$ cat src/rtl/deint_pkg.sv
// Shared constants and state encoding for the 4x11 block deinterleaver.
package deint_pkg;

  localparam int ROWS    = 4;
  localparam int COLS    = 11;
  localparam int FRAME_W = ROWS * COLS;
  localparam int CNT_W   = 6;

  typedef enum logic {
    FILL,
    FULL
  } state_e;

endpackage

$ cat src/rtl/deinterleaver_if.sv
// Serial input / parallel output handshake bundle of the deinterleaver.
interface deinterleaver_if;
  import deint_pkg::*;

  logic               in_bit;
  logic               in_sof;
  logic               in_valid;
  logic               in_ready;
  logic [FRAME_W-1:0] data_out;
  logic               out_valid;
  logic               out_ready;
  logic               frame_err;

  modport master (
    output in_bit, in_sof, in_valid, out_ready,
    input  in_ready, data_out, out_valid, frame_err
  );

  modport slave (
    input  in_bit, in_sof, in_valid, out_ready,
    output in_ready, data_out, out_valid, frame_err
  );

endinterface

$ cat src/rtl/deint_perm.sv
// Combinational inverse permutation: x[43-r-11c] = y[43-4r-c].
module deint_perm
  import deint_pkg::*;
#(
  parameter int ROWS = 4,
  parameter int COLS = 11
) (
  input  logic [FRAME_W-1:0] y_i,
  output logic [FRAME_W-1:0] x_o
);

  always_comb begin
    x_o = '0;
    for (int unsigned r = 0; r < COLS; r++) begin
      for (int unsigned c = 0; c < ROWS; c++) begin
        x_o[FRAME_W-1-r-COLS*c] = y_i[FRAME_W-1-ROWS*r-c];
      end
    end
  end

endmodule

$ cat src/rtl/deinterleaver.sv
// Serial-to-parallel 4x11 deinterleaver with SOF framing and output backpressure.
module deinterleaver
  import deint_pkg::*;
#(
  parameter int ROWS = 4,
  parameter int COLS = 11
) (
  input  logic            clk,
  input  logic            rst_n,
  deinterleaver_if.slave  bus
);

  localparam logic [CNT_W-1:0] LAST = CNT_W'(FRAME_W - 1);

  state_e             state_q, state_d;
  logic [CNT_W-1:0]   cnt_q, cnt_d;
  logic [FRAME_W-1:0] cap_q, cap_d;
  logic [FRAME_W-1:0] data_q, data_d;
  logic               ov_q, ov_d;
  logic               ferr_q, ferr_d;

  logic               accept;
  logic               load;
  logic [FRAME_W-1:0] frame_w;
  logic [FRAME_W-1:0] y_w;
  logic [FRAME_W-1:0] perm_w;

  assign bus.in_ready  = (state_q == FILL);
  assign bus.data_out  = data_q;
  assign bus.out_valid = ov_q;
  assign bus.frame_err = ferr_q;

  assign accept = bus.in_valid & bus.in_ready;

  // While filling, the last bit is still on the wire, so splice it in directly.
  always_comb begin
    frame_w = cap_q;
    if (state_q == FILL) frame_w[FRAME_W-1] = bus.in_bit;
    y_w = '0;
    for (int unsigned k = 0; k < FRAME_W; k++) begin
      y_w[FRAME_W-1-k] = frame_w[k];
    end
  end

  deint_perm #(.ROWS(ROWS), .COLS(COLS)) u_perm (
    .y_i (y_w),
    .x_o (perm_w)
  );

  always_comb begin
    state_d = state_q;
    cnt_d   = cnt_q;
    cap_d   = cap_q;
    data_d  = data_q;
    ov_d    = ov_q;
    ferr_d  = 1'b0;
    load    = 1'b0;

    if (ov_q && bus.out_ready) ov_d = 1'b0;

    case (state_q)
      FILL: begin
        if (accept) begin
          if (bus.in_sof && (cnt_q != '0)) begin
            cap_d    = '0;
            cap_d[0] = bus.in_bit;
            cnt_d    = CNT_W'(1);
            ferr_d   = 1'b1;
          end else if (!bus.in_sof && (cnt_q == '0)) begin
            ferr_d = 1'b1;
          end else if (cnt_q == LAST) begin
            cnt_d = '0;
            if (!ov_q || bus.out_ready) begin
              load = 1'b1;
            end else begin
              cap_d[LAST] = bus.in_bit;
              state_d     = FULL;
            end
          end else begin
            cap_d[cnt_q] = bus.in_bit;
            cnt_d        = cnt_q + CNT_W'(1);
          end
        end
      end
      FULL: begin
        if (bus.out_ready) begin
          load    = 1'b1;
          state_d = FILL;
        end
      end
      default: state_d = FILL;
    endcase

    if (load) begin
      data_d = perm_w;
      ov_d   = 1'b1;
    end
  end

  always_ff @(posedge clk or negedge rst_n) begin
    if (!rst_n) begin
      state_q <= FILL;
      cnt_q   <= '0;
      cap_q   <= '0;
      data_q  <= '0;
      ov_q    <= 1'b0;
      ferr_q  <= 1'b0;
    end else begin
      state_q <= state_d;
      cnt_q   <= cnt_d;
      cap_q   <= cap_d;
      data_q  <= data_d;
      ov_q    <= ov_d;
      ferr_q  <= ferr_d;
    end
  end

endmodule
$ cat src/flat_wrapper.sv
// flat-port wrapper written by rule: the top's interface ports become plain ports
module deinterleaver_flat import deint_pkg::*;
#(
  parameter int ROWS = 4,
  parameter int COLS = 11
)
  (clk, rst_n, bus_in_bit, bus_in_sof, bus_in_valid, bus_out_ready, bus_in_ready, bus_data_out, bus_out_valid, bus_frame_err);
  deinterleaver_if bus_i ();
  input  logic clk;
  input  logic rst_n;
  input wire logic [$bits(bus_i.in_bit)-1:0] bus_in_bit;
  input wire logic [$bits(bus_i.in_sof)-1:0] bus_in_sof;
  input wire logic [$bits(bus_i.in_valid)-1:0] bus_in_valid;
  input wire logic [$bits(bus_i.out_ready)-1:0] bus_out_ready;
  output wire logic [$bits(bus_i.in_ready)-1:0] bus_in_ready;
  output wire logic [$bits(bus_i.data_out)-1:0] bus_data_out;
  output wire logic [$bits(bus_i.out_valid)-1:0] bus_out_valid;
  output wire logic [$bits(bus_i.frame_err)-1:0] bus_frame_err;
  assign bus_i.in_bit = bus_in_bit;
  assign bus_i.in_sof = bus_in_sof;
  assign bus_i.in_valid = bus_in_valid;
  assign bus_i.out_ready = bus_out_ready;
  assign bus_in_ready = bus_i.in_ready;
  assign bus_data_out = bus_i.data_out;
  assign bus_out_valid = bus_i.out_valid;
  assign bus_frame_err = bus_i.frame_err;
  deinterleaver #(.ROWS(ROWS), .COLS(COLS)) u_core (.clk(clk), .rst_n(rst_n), .bus(bus_i));
endmodule
$ cat config.mk
export PLATFORM = sky130hd
export DESIGN_NAME = deinterleaver_flat
export DESIGN_NICKNAME = d
export VERILOG_FILES = /design/src/rtl/deint_pkg.sv /design/src/rtl/deinterleaver_if.sv /design/src/rtl/deint_perm.sv /design/src/rtl/deinterleaver.sv /design/src/flat_wrapper.sv
export SDC_FILE = /design/constraint.sdc
export NUM_CORES = 1
export LEC_CHECK = 0
export CAP_MARGIN = 0
export CORE_ASPECT_RATIO = 1.2
export CORE_UTILIZATION = 45
export CTS_CLUSTER_SIZE = 28
export DETAILED_ROUTE_END_ITERATION = 12
export PLACE_DENSITY = 0.78
export SETUP_SLACK_MARGIN = 0.05
export SYNTH_ARGS = -nofsm -noshare
export SYNTH_HDL_FRONTEND = slang
export SYNTH_SLANG_ARGS = --single-unit
$ cat constraint.sdc
create_clock -name clk -period 2.5 [get_ports clk]
set_input_delay 0.375 -clock clk [delete_from_list [all_inputs] [get_ports clk]]
set_output_delay 0.375 -clock clk [all_outputs]
set_load 0.02 [all_outputs]
[Yosys cells after proc, flatten, opt, wreduce, memory -nomap -nowiden]
Index checks and enable logic that the tools add are counted.
Cells by class
  bitwise logic cells: 2
  equal/unequal tests: 4
  add/sub/neg operators: 1
  order comparisons: 2
  reduce and logical (&&, ||, !) cells: 13
  mux-type cells: 32
Operator list (count)
  $mux W44: 2
  $bwmux W44: 1
  $mux W43: 1
  $mux W1: 22
  $mux W6: 3
  $reduce_and A4 Y1: 2
  $lt A6 B7 Y1 const B: 1
  $add A6 B1 Y6 const B: 1
  $demux W1 S6: 1
  $eq A6 B6 Y1 const B: 1
  $ge A6 B1 Y1 const B: 1
  $logic_not A6 Y1: 1
  $reduce_bool A6 Y1: 1
  $logic_and A1 B1 Y1: 4
  $ne A2 B1 Y1 const B: 2
  $pmux W1 S2: 2
  $ne A3 B2 Y1 const B: 1
  $reduce_and A3 Y1: 1
  $logic_not A1 Y1: 2
  $reduce_bool A2 Y1: 1
  $and A1 B1 Y1: 1
  $logic_or A1 B1 Y1: 1
  $not A1 Y1: 1
Word-level totals
  output and inout bits: 47
  flip-flop bits (word level): 97
  logic and storage cells: 61

[Logic depth before layout (Yosys ltp)]
Gate-level depths: netlist of run 1.
  depth after elaboration: 9
  mapped depth: 12
  mapped depth without buffers: 9

[By module]
A second synthesis of run 1 with hierarchy kept.
Second synthesis, totals
  cells, all modules: 445
  area total of the unflattened synthesis: 4978.5 um2
By module, submodules not included
  deinterleaver: area an instance 4648.2 um2, times used 1, cells each 401, seq. area each 2427.3 um2
  deint_perm: area an instance 330.3 um2, times used 1, cells each 44, seq. area each 0.0 um2

[Worst setup path before layout of run 1]
No wires, ideal clock.
  path type: register to register
  start point: register u_core.cnt_q[0]
  end point: register u_core.data_q[0], in the netlist u_core.bus.data_out[0]
  data arrival time: 2658 ps
  required time: 2375 ps
  cell stages (with the launch flop): 13
  path slack: -283 ps
  clock period less this slack: 2783 ps
  path buffers: 3
  cell sequence: dfrtp_1 -> clkbuf_1 -> inv_1 -> ha_1 -> nand3b_1 -> inv_1 -> ha_1 -> or3b_4 -> nor4_2 -> a22o_1 -> buf_6 -> buf_6 -> mux2_2
Between the ends
  longest elaborated chain between the ends: 6
  elaborated cells between the ends (all ways): 10
Ends and longest elaborated chain
  start: declaration: RTL line deinterleaver.sv:16  | logic [CNT_W-1:0] cnt_q, cnt_d;
  start signal: assignment: RTL line deinterleaver.sv:110  | cnt_q <= cnt_d;
  $eq A6 B6 Y1 or $logic_not A6 Y1 (tied branches): RTL line deinterleaver.sv:71, deinterleaver.sv:69
  $mux W1 or $logic_and A1 B1 Y1 (tied branches): RTL line deinterleaver.sv:71, deinterleaver.sv:69
  $mux W1: RTL line deinterleaver.sv:69  | end else if (!bus.in_sof && (cnt_q == '0)) begin
  $mux W1 (*): RTL line deinterleaver.sv:64  | if (bus.in_sof && (cnt_q != '0)) begin
  $mux W1 (*): RTL line deinterleaver.sv:63  | if (accept) begin
  $pmux W1 S2 (*): RTL line deinterleaver.sv:61  | case (state_q)
  end signal: assignment: RTL line deinterleaver.sv:112  | data_q <= data_d;
  end: declaration: RTL line deinterleaver.sv:18  | logic [FRAME_W-1:0] data_q, data_d;
Mark *: on every way between the ends. The rest lies on a longest branch, timed or not.
A chain may end at the register's enable or synchronous reset.

[Worst setup path in the final report of run 1]
  start point: register u_core.cnt_q[1]
  end point: register u_core.data_q[7], in the netlist u_core.bus.data_out[7]
The elaborated chain is that of the path after synthesis.

==> results of run 1 <==
[worst paths after layout]
kind	from	end
worst max-delay path	u_core.cnt_q[1]	u_core.bus.data_out[7]
worst min-delay path	rst_n	u_core.bus.data_out[39]
worst max register to register	u_core.cnt_q[1]	u_core.bus.data_out[7]
worst min register to register	u_core.bus.data_out[31]	u_core.bus.data_out[31]
max in group asynchronous	rst_n	u_core.bus.data_out[35]
min in group clk	u_core.bus.data_out[31]	u_core.bus.data_out[31]
[power by group through the flow]
stage	registers (mW)	clock network (mW)	logic, mW
4_1_cts	1.74	1.05	1.28
6_report	1.75	1.04	1.31
2_1_floorplan	1.76	0	0.837
3_5_place_dp	1.78	0	1.26
5_1_grt	1.76	1.12	1.42
3_3_place_gp	1.77	0	1.24
[through the flow]
stage	TNS (ps)	instances
floorplan	-906.8	387
global placement	-1513	562
detailed placement	-3209	562
CTS	-17.24	580
global route	-2132	582
finish	0	582
[flip-flops by register name, summed over array words and instances, names as in the netlist]
| name | flops |
|---|---|
| u_core.state_q | 1 |
| u_core.bus.frame_err | 1 |
| u_core.bus.out_valid | 1 |
| u_core.cap_q | 44 |
| u_core.bus.data_out | 44 |
| u_core.cnt_q | 6 |
[kinds of logic (layout without fill, tap and decap cells)]
family | after synthesis | in the layout | synth area share, %
fa+ha+maj | 5 | 5 | 1.451
flops | 97 | 97 | 56.31
buf+inv | 34 | 109 | 4.296
compound gates | 150 | 150 | 18.17
mux | 45 | 45 | 11.73
simple gates | 56 | 56 | 8.041
[timing repair]
item	CTS	global route
hold buffers	1	0
pin swaps	0	2
resized for setup	6	11
setup buffers	1	2
endpoints found under the setup margin	45	81
hold endpoints to repair	18	0
gates cloned	0	0
[cell type report]
| class | count | area (um2) | share of cell area (%) |
|---|---|---|---|
| clock buffer | 10 | 137.6 | 2.520 |
| multi-input combinational | 256 | 1818 | 33.29 |
| sequential | 97 | 2427 | 44.44 |
| clock inverter | 6 | 65.06 | 1.191 |
| timing repair buffer | 87 | 833.3 | 15.26 |
| inverter | 6 | 30.03 | 0.5498 |
| tap | 120 | 150.1 | 2.749 |
[per-layer routing]
layer	part of all wire [%]	GRT usage, %	up-vias
met3	4.4	4.393	14
met5	0	0	-
met1	45	27.43	1602
met2	49	32.95	113
li1	-	-	1537
met4	1.7	6.803	0
[synth_stat cells (4+ instances only)]
library cell	n
a21oi_1	47
and3b_1	5
buf_2	4
buf_6	7
clkbuf_1	15
dfrtp_1	97
ha_1	5
inv_1	6
mux2_2	41
nand2_1	14
nand3_1	6
nand3b_1	5
nor2_1	5
nor3b_1	8
o21ai_0	92
==> flow_metrics.py, run 1 <==
metrics = {
    "power_and_ir_drop": {
        "leakagePower_nw": 2.442,
        "p_comb_share_pct": 32.0,
        "power_frac_clock_pct": 25.4,
        "p_total_mw": 4.100,
        "p_int_mw": 2.646,
        "p_sw_mw": 1.454,
        "p_per_area_nw_per_um2": 750.7,
        "switching_share_pct": 35.45,
        "vdd_drop_max_mv": 0.4416,
        "p_seq_share_pct": 42.6,
    },
    "synthesis": {
        "syn_area_per_cell_um2": 11.14,
        "yosysWarnings": 0,
        "yosysTopAreaCell": "dfrtp_1",
        "ys.flop_type": "dfrtp_1",
        "syn_area_um2": 4310,
        "synth_cell_types": 36,
        "ys_ff_latch": 97,
        "synth_top_area_share_pct": 56.31,
        "ys_async_sr_fraction_pct": 100.0,
        "syn_nets": 398,
        "synth.yosys.seq_area_share_pct": 56.31,
        "synth_cells": 387,
        "synth_edf_count": 0,
        "synth.top_cells.by_area": "dfrtp_1 (56%), mux2_2 (11%), o21ai_0 (11%)",
    },
    "placement": {
        "dp_slack_ps": -90.66,
        "port-buffer-count": 52,
        "dpl.hpwl_um": 6618,
        "placed_area_um2": 5160,
        "gp_congestion": 0.8822,
    },
    "die": {
        "fp-row-count": 38,
        "die_h_um": 109.2,
        "initial_core_util_pct": 46.97,
        "die_w_um": 91.35,
        "pin_count": 53,
        "die-area_um2": 9976,
        "core_um2": 9176,
    },
    "critical_path": {
        "path_depth": 10,
        "critPathLaunchType": "flip-flop",
        "cp_max_fo": 20,
        "cpLargestDelayFamily": "simple AND/OR/NAND/NOR gates",
        "arrival_ps": 2750,
        "critPathBufInv": 3,
        "ff2ff_setup_slack_ps": 10,
        "crit_chain": "inv_6 > ha_4 > nand3b_1 > inv_1 > ha_2 > or3b_4 > nor4_4 > a22o_4 > buf_12 > mux2_2",
        "worstPathRequired_ps": 2760,
        "r2r_cells": 10,
        "critical_path.max_stage_delay_ps": 430,
        "crit_type": "flip-flop to flip-flop",
        "end_kind": "flip-flop",
        "critPathSlowestCell": "dfrtp_1",
    },
    "routing": {
        "viasPerCell": 5.612,
        "num_vias": 3266,
        "wire_per_inst_um": 16.60,
        "drc_errors": 0,
        "wl_um": 9661,
        "drt_first_pass_iters": 5,
        "ant_nets": 0,
        "drtIter0Drc": 282,
    },
    "sta": {
        "finalCritPeriodShare_pct": 99.50,
        "drv_slew": 0,
        "slew_headroom_pct": 48.35,
        "worst_pin_slew_ps": 773.1,
        "max_clock_freq_mhz": 402.0,
        "rsz0062_at_grt": "yes",
        "worst_slack_ps": 12.52,
        "worst_hold_slack_ps": 413.5,
        "finalCriticalPeriod_ps": 2487,
        "skew_ps": 9.055,
        "hold_viol": 0,
        "setup_violations": 0,
    },
    "clock_network": {
        "cts_tree": "done",
        "path_clk_slew_ps": 90,
        "numCtsBuffers": 9,
        "root_buffer": "clkbuf_8",
        "insertion_delay_ps": 370,
        "htree_levels": 3,
        "cts_sinks": 97,
        "clk_path_buf_depth": 2,
    },
    "final_layout": {
        "final_core_util_pct": 59.52,
        "fillers": 722,
        "n_antenna_cell": 0,
        "fin_area_um2": 5461,
        "nNetsFinal": 468,
        "syn_to_final_growth_pct": 26.71,
        "final_common_cell": "dfrtp_1",
        "post_route_cells_drive_above_1_share_pct": 23.38,
        "final_cell_mix": "dfrtp_1 (97), o21ai_0 (92), clkdlybuf4s50_1 (51)",
    },
    "run": {
        "cap_viol_max_count": 0,
    },
    "status": {
        "outcome": "complete, no violations",
    },
    "global_routing": {
        "grt_start_max_net_pins": 49,
        "grt_pass1_vias": 3080,
        "grt_pass1_wl_um": 15660,
        "grt_usage_pct": 20.35,
        "grt.overflow.total": 0,
        "antenna_found_initial": 0,
    },
    "worst_hold_path": {
        "hold_class": "input port to asynchronous set/reset pin",
    },
}
Note: power is estimated with default switching activity, not from simulation.
==> inputs of run 2 (changes only) <==
--- a/config.mk
+++ b/config.mk
@@ -11,7 +11,6 @@
 export CTS_CLUSTER_SIZE = 28
 export DETAILED_ROUTE_END_ITERATION = 12
 export PLACE_DENSITY = 0.78
-export SETUP_SLACK_MARGIN = 0.05
 export SYNTH_ARGS = -nofsm -noshare
 export SYNTH_HDL_FRONTEND = slang
 export SYNTH_SLANG_ARGS = --single-unit
==> run 2 against run 1 <==
Die area unchanged. Wire length up 2.2%. Worst setup slack better by 18 ps. Hold slack worse by 410 ps. Critical path depth unchanged. First-iteration DRC count down 20%. Sequential power about the same. Sequential cell count unchanged. Core utilization down 1.0 points. Combinational power about the same. Register-to-register slack better by 20 ps.
==> flow_metrics.py, run 2 (same netlist as run 1, synthesis figures left out) <==
metrics = {
    "final_layout": {
        "syn_to_final_growth_pct": 24.56,
        "nNetsFinal": 464,
        "final_cell_mix": "dfrtp_1 (97), o21ai_0 (92), clkdlybuf4s50_1 (51)",
        "fillers": 741,
        "post_route_cells_drive_above_1_share_pct": 21.18,
        "final_common_cell": "dfrtp_1",
        "n_antenna_cell": 0,
    },
    "die": {
        "die_h_um": 109.2,
        "pin_count": 53,
        "initial_core_util_pct": 46.97,
        "die_w_um": 91.35,
        "fp-row-count": 38,
        "die-area_um2": 9976,
        "core_um2": 9176,
    },
    "critical_path": {
        "cp_max_fo": 24,
        "critPathLaunchType": "flip-flop",
        "end_kind": "flip-flop",
        "worstPathRequired_ps": 2750,
        "crit_type": "flip-flop to flip-flop",
        "arrival_ps": 2720,
    },
    "placement": {
        "dpl.hpwl_um": 6797,
        "port-buffer-count": 52,
        "gp_congestion": 0.8698,
    },
    "clock_network": {
        "insertion_delay_ps": 380,
        "htree_levels": 3,
        "clk_path_buf_depth": 2,
        "root_buffer": "clkbuf_8",
        "cts_tree": "done",
        "path_clk_slew_ps": 100,
        "cts_sinks": 97,
        "cts_hold_buf": 0,
        "numCtsBuffers": 9,
    },
    "worst_hold_path": {
        "hold_class": "input port to asynchronous set/reset pin",
    },
    "power_and_ir_drop": {
        "leakagePower_nw": 2.401,
        "p_comb_share_pct": 32.0,
        "p_sw_mw": 1.429,
        "p_total_mw": 4.057,
        "vdd_drop_max_mv": 0.3893,
        "p_seq_share_pct": 42.9,
        "p_per_area_nw_per_um2": 755.7,
        "power_frac_clock_pct": 25.1,
        "switching_share_pct": 35.22,
        "p_int_mw": 2.628,
    },
    "routing": {
        "num_vias": 3287,
        "viasPerCell": 5.687,
        "ant_nets": 0,
        "drt_first_pass_iters": 5,
        "drc_errors": 0,
        "wire_per_inst_um": 17.08,
        "wl_um": 9871,
        "drtIter0Drc": 227,
    },
    "global_routing": {
        "grt_start_max_net_pins": 51,
        "grt.overflow.total": 0,
        "antenna_found_initial": 0,
        "grt_pass1_wl_um": 16330,
        "grt_usage_pct": 21.40,
        "grt_pass1_vias": 3245,
    },
    "sta": {
        "max_clock_freq_mhz": 404.9,
        "worst_pin_slew_ps": 836.4,
        "setup_violations": 0,
        "finalCriticalPeriod_ps": 2470,
        "drv_slew": 0,
        "slew_headroom_pct": 44.12,
        "skew_ps": 13.42,
        "rsz0062_at_grt": "yes",
        "finalCritPeriodShare_pct": 98.79,
        "hold_viol": 0,
        "finalSetupTns_ps": 0,
    },
    "run": {
        "cap_viol_max_count": 0,
    },
    "status": {
        "outcome": "complete, no violations",
    },
}
==> run 2: cell types whose count changed in the layout (fill, tap and decap cells not counted), sizes merged <==
| cell | previous run | this run |
|---|---|---|
| clkinv | 3 | 0 |
| clkbuf | 10 | 14 |
| buf | 35 | 32 |
| inv | 7 | 6 |
| dlygate4sd3 | 1 | 0 |
==> run 2: worst max-delay path: stages, from the launching register on <==
cell	delay, ps
dfrtp_1	400
inv_4	70
ha_4	150
nand3b_1	140
inv_1	70
ha_2	180
or3b_4	410
nor4_4	180
a22o_4	190
buf_12	180
mux2_2	350
==> run 2: power by group through the flow <==
stage	Sequential, mW	Combinational, mW	Clock (mW)
floorplan	1.76	0.833	0
global placement	1.77	1.22	0
detailed placement	1.77	1.25	0
CTS	1.74	1.26	1.03
global route	1.75	1.43	1.10
finish	1.74	1.30	1.02
==> run 2: final timing paths <==
check                                        start                      end  slack, ps  cells after the start
hold reg to reg            u_core.bus.data_out[42]  u_core.bus.data_out[42]        500                      1
setup reg to reg                   u_core.cnt_q[1]  u_core.bus.data_out[22]         30                     10
setup / recovery                   u_core.cnt_q[1]  u_core.bus.data_out[22]         30                     10
hold / removal                               rst_n   u_core.bus.data_out[0]          7                      1
min in group clk           u_core.bus.data_out[42]  u_core.bus.data_out[42]        500                      1
max in group asynchronous                    rst_n         u_core.cap_q[41]       1830                      2
==> run 2: final cells by class <==
| cell class | count | area [um2] | area share (%) |
|---|---|---|---|
| clock inverters | 2 | 37.54 | 0.6991 |
| clock buffers | 14 | 152.6 | 2.843 |
| repair buffers | 83 | 800.8 | 14.91 |
| multi-input cells | 256 | 1773 | 33.02 |
| well taps | 120 | 150.1 | 2.797 |
| flip-flops and latches | 97 | 2427 | 45.21 |
| inverters | 6 | 27.53 | 0.5127 |
==> run 2: metal layers <==
| layer | track usage (%) | routed length [um] | up-vias |
|---|---|---|---|
| met1 | 27.92 | 4318 | 1617 |
| met5 | 0 | 0 | - |
| met3 | 4.324 | 470 | 17 |
| met4 | 10.54 | 214 | 0 |
| li1 | - | - | 1528 |
| met2 | 34.31 | 4869 | 125 |
==> run 2: what timing repair did <==
item,in CTS,in global routing
buffers inserted,0,2
gates cloned,0,0
endpoints found under the setup margin,40,63
resized for setup,1,4
endpoints found under the hold margin,0,0
pin swaps,2,1
==> run 2: metrics by stage <==
step                      cell area, um2  hold WS, ps  std cells  util [%]  worst slack [ps]
final                               5369        7.151        578     58.51             30.36
after global routing                5369        40.96        578     58.51            -45.57
after CTS                           5340        17.22        576     58.19             16.88
after detailed placement            5142        430.9        560     56.04            -103.5
after global placement              5142        428.0        560     56.04            -43.37
after floorplan                     4377        79.41        387         -            -28.14
